## config.mk

```make
export PLATFORM = sky130hd
export DESIGN_NAME = sync_fifo_param
export DESIGN_NICKNAME = d
export VERILOG_FILES = /design/src/rtl/fifo_pkg.sv /design/src/rtl/fifo_ram.sv /design/src/rtl/sync_fifo_param.sv
export SDC_FILE = /design/constraint.sdc
export NUM_CORES = 1
export LEC_CHECK = 0
export CAP_MARGIN = 25
export CORE_UTILIZATION = 53
export DETAILED_ROUTE_END_ITERATION = 10
export HOLD_SLACK_MARGIN = 0.1
export PLACE_DENSITY = 0.85
export SETUP_SLACK_MARGIN = 0.02
export SYNTH_ARGS = -nofsm -noshare
export SYNTH_HDL_FRONTEND = slang
export SYNTH_SLANG_ARGS = --single-unit
```

## constraint.sdc

```tcl
create_clock -name clk -period 2.75 [get_ports clk]
set_input_delay 0.4125 -clock clk [delete_from_list [all_inputs] [get_ports clk]]
set_output_delay 0.4125 -clock clk [all_outputs]
set_load 0.05 [all_outputs]
```

## src/rtl/fifo_pkg.sv

```systemverilog
// Shared constants, pointer-sizing helper and status bundle for the sync_fifo_param library block.
package fifo_pkg;

  localparam int FIFO_DATA_W_DEF = 8;
  localparam int FIFO_DEPTH_DEF  = 16;

  // Ceiling log2; used at elaboration time to size addresses and pointers.
  function automatic int clog2(input int value);
    int result;
    int v;
    result = 0;
    v = value - 1;
    while (v > 0) begin
      result = result + 1;
      v = v >> 1;
    end
    return result;
  endfunction

  typedef struct packed {
    logic full;
    logic empty;
    logic almost_full;
    logic almost_empty;
    logic overflow;
    logic underflow;
  } fifo_status_t;

endpackage

```

## src/rtl/fifo_ram.sv

```systemverilog
// Storage array for the FIFO: one synchronous write port, one asynchronous read port.
module fifo_ram
  import fifo_pkg::*;
#(
  parameter int DATA_W = FIFO_DATA_W_DEF,
  parameter int DEPTH  = FIFO_DEPTH_DEF
) (
  input  logic                      clk,
  input  logic                      we,
  input  logic [clog2(DEPTH)-1:0]   waddr,
  input  logic [DATA_W-1:0]         wdata,
  input  logic [clog2(DEPTH)-1:0]   raddr,
  output logic [DATA_W-1:0]         rdata
);

  logic [DATA_W-1:0] mem [DEPTH];

  // No reset: stored words are only meaningful between the pointers.
  always_ff @(posedge clk) begin
    if (we) begin
      mem[waddr] <= wdata;
    end
  end

  assign rdata = mem[raddr];

endmodule

```

## src/rtl/sync_fifo_param.sv

```systemverilog
// Single-clock parametrised FIFO with occupancy, thresholds and error pulses.
// Define FIFO_FWFT_EN for first-word fall-through; default is a 1-cycle registered read.
module sync_fifo_param
  import fifo_pkg::*;
#(
  parameter int DATA_W    = FIFO_DATA_W_DEF,
  parameter int DEPTH     = FIFO_DEPTH_DEF,
  parameter int AF_THRESH = DEPTH - 2,
  parameter int AE_THRESH = 2
) (
  input  logic                    clk,
  input  logic                    rst,
  input  logic                    wr,
  input  logic [DATA_W-1:0]       data_in,
  input  logic                    rd,
  output logic [DATA_W-1:0]       data_out,
  output logic                    data_valid,
  output logic                    full,
  output logic                    empty,
  output logic                    almost_full,
  output logic                    almost_empty,
  output logic [clog2(DEPTH):0]   count,
  output logic                    overflow,
  output logic                    underflow
);

  localparam int ADDR_W = clog2(DEPTH);
  localparam logic [ADDR_W:0] DEPTH_C = (ADDR_W + 1)'(DEPTH);
  localparam logic [ADDR_W:0] AF_C    = (ADDR_W + 1)'(AF_THRESH);
  localparam logic [ADDR_W:0] AE_C    = (ADDR_W + 1)'(AE_THRESH);

  logic [ADDR_W:0]   wr_ptr_q, wr_ptr_d;
  logic [ADDR_W:0]   rd_ptr_q, rd_ptr_d;
  logic              overflow_q, underflow_q;
  logic              rd_acc, wr_acc;
  logic [DATA_W-1:0] rd_data;

  // The extra pointer bit distinguishes full from empty when the indices match.
  assign count        = wr_ptr_q - rd_ptr_q;
  assign full         = (count == DEPTH_C);
  assign empty        = (count == '0);
  assign almost_full  = (count >= AF_C);
  assign almost_empty = (count <= AE_C);

  assign rd_acc   = rd & ~empty;
  assign wr_acc   = wr & (~full | rd_acc);
  assign wr_ptr_d = wr_acc ? wr_ptr_q + 1'b1 : wr_ptr_q;
  assign rd_ptr_d = rd_acc ? rd_ptr_q + 1'b1 : rd_ptr_q;

  always_ff @(posedge clk) begin
    if (rst) begin
      wr_ptr_q    <= '0;
      rd_ptr_q    <= '0;
      overflow_q  <= 1'b0;
      underflow_q <= 1'b0;
    end else begin
      wr_ptr_q    <= wr_ptr_d;
      rd_ptr_q    <= rd_ptr_d;
      overflow_q  <= wr & ~wr_acc;
      underflow_q <= rd & ~rd_acc;
    end
  end

  assign overflow  = overflow_q;
  assign underflow = underflow_q;

  fifo_ram #(
    .DATA_W (DATA_W),
    .DEPTH  (DEPTH)
  ) u_ram (
    .clk   (clk),
    .we    (wr_acc),
    .waddr (wr_ptr_q[ADDR_W-1:0]),
    .wdata (data_in),
    .raddr (rd_ptr_q[ADDR_W-1:0]),
    .rdata (rd_data)
  );

`ifdef FIFO_FWFT_EN
  // Head word is shown straight from the array; zero while nothing is stored.
  assign data_out   = empty ? '0 : rd_data;
  assign data_valid = ~empty;
`else
  logic [DATA_W-1:0] data_out_q;
  logic              data_valid_q;

  always_ff @(posedge clk) begin
    if (rst) begin
      data_out_q   <= '0;
      data_valid_q <= 1'b0;
    end else begin
      data_valid_q <= rd_acc;
      if (rd_acc) begin
        data_out_q <= rd_data;
      end
    end
  end

  assign data_out   = data_out_q;
  assign data_valid = data_valid_q;
`endif

endmodule

```

# == Word-level counts from Yosys, hierarchy flattened ==
# Memories as Yosys holds them, arrays and structs flattened. A register that Yosys moved wholly into a read port is not among the register bits.
# Index checks and enable logic that the tools add are counted.
# word_totals
ram_bits,128
output_inout_bits,20
elab_cells,24
register_bits,13
n_memories,1
# memory_table
name,words,width,rd,rd_ports_with_merged_regs,wr,line,rtl
u_ram.mem,16,8,1,1,1,fifo_ram.sv:16,logic [DATA_W-1:0] mem [DEPTH];
# op_classes
order_cmp,2
reduce_logical,1
addsub,3
n_eq_ne,1
n_bitwise,9
n_mux,2
# ops
cell,n
adder 5 x 1 -> 5 bit (second input constant),2
== test 5 bit (second input constant),1
greater-or-equal comparator 5 x 4 -> 1 bit (second input constant),1
<= comparator 5 x 2 -> 1 bit (second input constant),1
zero test 5 bit,1
subtractor 5 bit,1
bitwise AND 1 bit,4
NOT 1 bit,4
2-to-1 mux 1 bit,2
bitwise OR 1 bit,1

# == Depth between registers and ports, before layout ==
# depth
word_depth,8
ltp_mapped,12
depth_no_buf,10

# == By module ==
# From an unflattened synthesis, not the netlist that was laid out.
# hier_totals
cells_unflattened,331
hier_area_um2,6049.6
# modules_own_cells
mod,seq_area_each_um2,n_inst,cells_per_inst,area_each_um2
fifo_ram,3843.7,1,221,4987.3
sync_fifo_param,420.4,1,110,1062.3

# == Least setup slack after synthesis ==
# OpenSTA, ideal clock, no wires.
# synth_path
kind,register to output
startpoint,register wr_ptr_q[0]
endpoint,output port almost_empty
path_buffers,0
arrival_ns,4.337
required_time_ns,2.338
setup_slack_ns,-1.999
stages_incl_launch_ff,9
path_cell_list,dfxtp_1 > inv_1 > ha_1 > fa_1 > nand2b_1 > a21oi_2 > xor2_2 > inv_2 > a2111oi_0
# synth_between
elab_chain_len,2
# synth_rtl
item,line,rtl
"start, declared",sync_fifo_param.sv:32,"logic [ADDR_W:0] wr_ptr_q, wr_ptr_d;"
"start signal, assigned",sync_fifo_param.sv:57,wr_ptr_q <= wr_ptr_d;
subtractor 5 bit,sync_fifo_param.sv:39,assign count = wr_ptr_q - rd_ptr_q;
net count[4],sync_fifo_param.sv:22,"output logic [clog2(DEPTH):0] count,"
<= comparator 5 x 2 -> 1 bit,sync_fifo_param.sv:43,assign almost_empty = (count <= AE_C);
"end, declared",sync_fifo_param.sv:21,"output logic almost_empty,"
# The timed path passes the listed nets, and every way through them passes these cells.

# == Worst setup path after layout ==
# layout_path
startpoint,register wr_ptr_q[0]
endpoint,output port almost_empty
# layout_between
elab_chain_len,2
# layout_rtl
item,line
subtractor 5 bit,sync_fifo_param.sv:39
<= comparator 5 x 2 -> 1 bit,sync_fifo_param.sv:43
# Every way passes these cells.

==> flow_summary.yaml <==
status:
  outcome: "finished with violations"
  violations: "setup timing"
global_routing:
  met1_usage: 0.329
  grt_pass1_vias: 3491
  grt_max_degree: 36
  grt_use_met2: 0.381
  grt-ovfl-total: 0
  use_met3: 0.0542
  track_usage: 0.246
  grt.busiest_layer: "met2"
  grt_pass1_wl_mm: 20.0
  antenna_found_initial: 0
setup_path:
  path_buf_inv: 4
  required_ns: 2.34
  crit_slowest_cell: "fa_2"
  worstPathCellList: "inv_2 -> ha_4 -> fa_2 -> nand2b_4 -> a21oi_4 -> xor2_2 -> buf_4 -> inv_6 -> a2111oi_4 -> buf_12"
  crit_path_end_kind: "output port"
  worstPathArrival_ns: 2.50
  worstSetupPathType: "reg2out"
  worstSetupStartpointType: "register"
  max_stage_delay_ns: 0.35
  critPathTopFamily: "adder cells"
  reg2reg_slack_ns: -0.09
  critPathMaxFanout: 4
logic_synthesis:
  syn_avg_cell_area_um2: 17.9
  synth_edf_count: 128
  synth_flop_cell: "edfxtp_1"
  yosysSeqAreaShare: 0.710
  synth_warnings: 0
  syn_inst: 336
  synth_seq_cells: 149
  ys_async_sr_fraction: 0
  ys_types: 44
  synth_nets: 358
  mappedNetlistArea_mm2: 0.00600
power_and_ir_drop:
  p_switching_w: 0.00259
  sequentialPowerShare: 0.323
  power-per-cell-area_mw_per_mm2: 1050
  intPower_w: 0.00555
  netSwitchingFraction: 0.318
  p_leak_nw: 2.58
  clkPwrFrac: 0.307
  max-vdd-ir-drop_uv: 1410
  pwr-share-comb: 0.370
die:
  die_h_um: 108
  io_pins: 32
  fp-row-count: 38
  die_area_mm2: 0.0118
  start_util: 0.549
  fp.dieW_um: 108
  core_mm2: 0.0109
clock_network:
  cts_made_buffers: 17
  clockBufferDepth: 2
  h-tree-depth: 4
  clk_pin_slew_ns: 0.06
  clk_latency_ns: 0.42
  clockRootBuffer: "clkbuf_16"
  cts_tree: "built"
  clkSinkCount: 149
timing:
  slew_headroom: 0.510
  rsz0062_at_grt: "true"
  setup_viol: 107
  skew_ns: 0.00794
  timing.final.crit_share: 1.06
  min_period_ns: 2.91
  worst_slew_pin_slew_ns: 0.733
  hold_viol: 0
  fmax_ghz: 0.343
  whs_ns: 0.476
  worst_slack_ns: -0.164
  report.final.slew_viol_count: 0
worst_hold_path:
  hold_path_class: "reg2reg"
route:
  drtAntennaViolNets: 0
  wl_mm: 14.5
  drcViolationCount: 0
  drt_pass1_iterations: 5
  drt_iter0_drc: 437
  vias_per_cell: 6.32
  drt-wirelength-per-cell_um: 25.4
  num_vias: 3589
finish:
  layout_commonest_cell: "edfxtp_1"
  antenna_cells: 0
  stdcell_count: 568
  final_util: 0.710
  layout-drive-gt1-share: 0.386
  synthToLayoutAreaGrowth_pct: 29.4
  layout_common_cells: "edfxtp_1 (128), buf_4 (34), mux4_2 (32)"
  nNetsFinal: 437
placed_design:
  pre_cts_ws_ns: -0.108
  dp_hpwl_mm: 8.13
  numPortBuffers: 31
  place_congestion: 0.801
  placed_cells: 513
flow_run:
  max_cap_viol_count: 0
cell usage after synthesis, drive strengths merged (5+ instances only):
master | instances | area, um^2
or3 | 11 | 68.8
edfxtp | 128 | 3840
buf | 7 | 52.5
ha | 9 | 113
inv | 9 | 33.8
nand2 | 20 | 75.1
dfxtp | 21 | 420
nor2 | 12 | 47.6
clkbuf | 6 | 22.5
and3 | 15 | 98.8
o22ai | 14 | 87.6
o21ai | 5 | 28.8
a21oi | 15 | 78.8
mux4 | 32 | 721
xor2 | 5 | 51.3
layer usage:
metal  up-vias  wire (um)  part of all wire
li1       1500          -                 -
met1      1802       5240              0.36
met2       241       7360              0.51
met3        46       1340             0.093
met4         0        514             0.036
met5         -          0                 0
area by class of cell:
class                   instances  area (um^2)
clock inverters                12          203
well taps                     140          175
flip-flops and latches        149         4270
fillers                       634         3170
clock buffers                  20          437
inverters                       9         42.5
multi-input cells             165         1910
repair buffers                 73          733
final timing paths:
kind                               end  depth (start not counted)                     start
max                       almost_empty                         10  wr_ptr_q[0]$_SDFFE_PP0P_
max reg2reg  u_ram.mem[3][5]$_DFFE_PP_                         12  wr_ptr_q[0]$_SDFFE_PP0P_
min           data_out[4]$_SDFFE_PP0P_                          2  data_out[4]$_SDFFE_PP0P_
min reg2reg   data_out[4]$_SDFFE_PP0P_                          2  data_out[4]$_SDFFE_PP0P_
worst reg2reg max path: cells and delay by family, from the launching register on:
family | cells | cell delay [ns]
AOI/OAI and AO/OA | 1 | 0.09
xor gates and xnor gates | 1 | 0.21
adders and majority gates | 2 | 0.50
buffers and inverters | 5 | 0.68
DFF | 1 | 0.34
muxes | 1 | 0.18
and+or+nand+nor | 2 | 0.47
per-stage QoR:
stage	power (W)	setup TNS, ns	instance area, um^2
final	0.00814	-5.92	7770
after global routing	0.00838	-13.88	7770
after CTS	0.00779	-0.508	7500
after detailed placement	0.00514	-0.730	6750
after global placement	0.00507	-0.0275	6750
after floorplan	0.00428	-3.93	6150
state kept, by name, indices dropped and copies added, names as in the netlist:
signal and count:
overflow 1, underflow 1, u_ram.mem 128, rd_ptr_q 5
wr_ptr_q 5, data_out 8, data_valid 1
cells by family after synthesis:
| group | after synthesis | share of synthesized area |
|---|---|---|
| buf+inv | 22 | 0.0181 |
| flops | 149 | 0.710 |
| xor+xnor | 6 | 0.0113 |
| simple gates | 73 | 0.0667 |
| mux | 36 | 0.130 |
| compound gates | 40 | 0.0419 |
| fa+ha+maj | 10 | 0.0221 |
what timing repair did:
item | in CTS | in global routing
hold buffers | 0 | 0
gates resized for setup | 15 | 25
setup endpoints to repair | 115 | 144
buffers inserted | 7 | 15
pin swaps | 5 | 9
cloned | 0 | 1
power groups by stage:
stage / combinational (W) / clock (W) / sequential, W
2_1_floorplan: 0.00144 / 0 / 0.00284
3_3_place_gp: 0.00241 / 0 / 0.00266
3_5_place_dp: 0.00247 / 0 / 0.00267
4_1_cts: 0.00266 / 0.00250 / 0.00262
5_1_grt: 0.00314 / 0.00261 / 0.00263
6_report: 0.00301 / 0.00250 / 0.00263
Power figures use the tool's default switching activity.
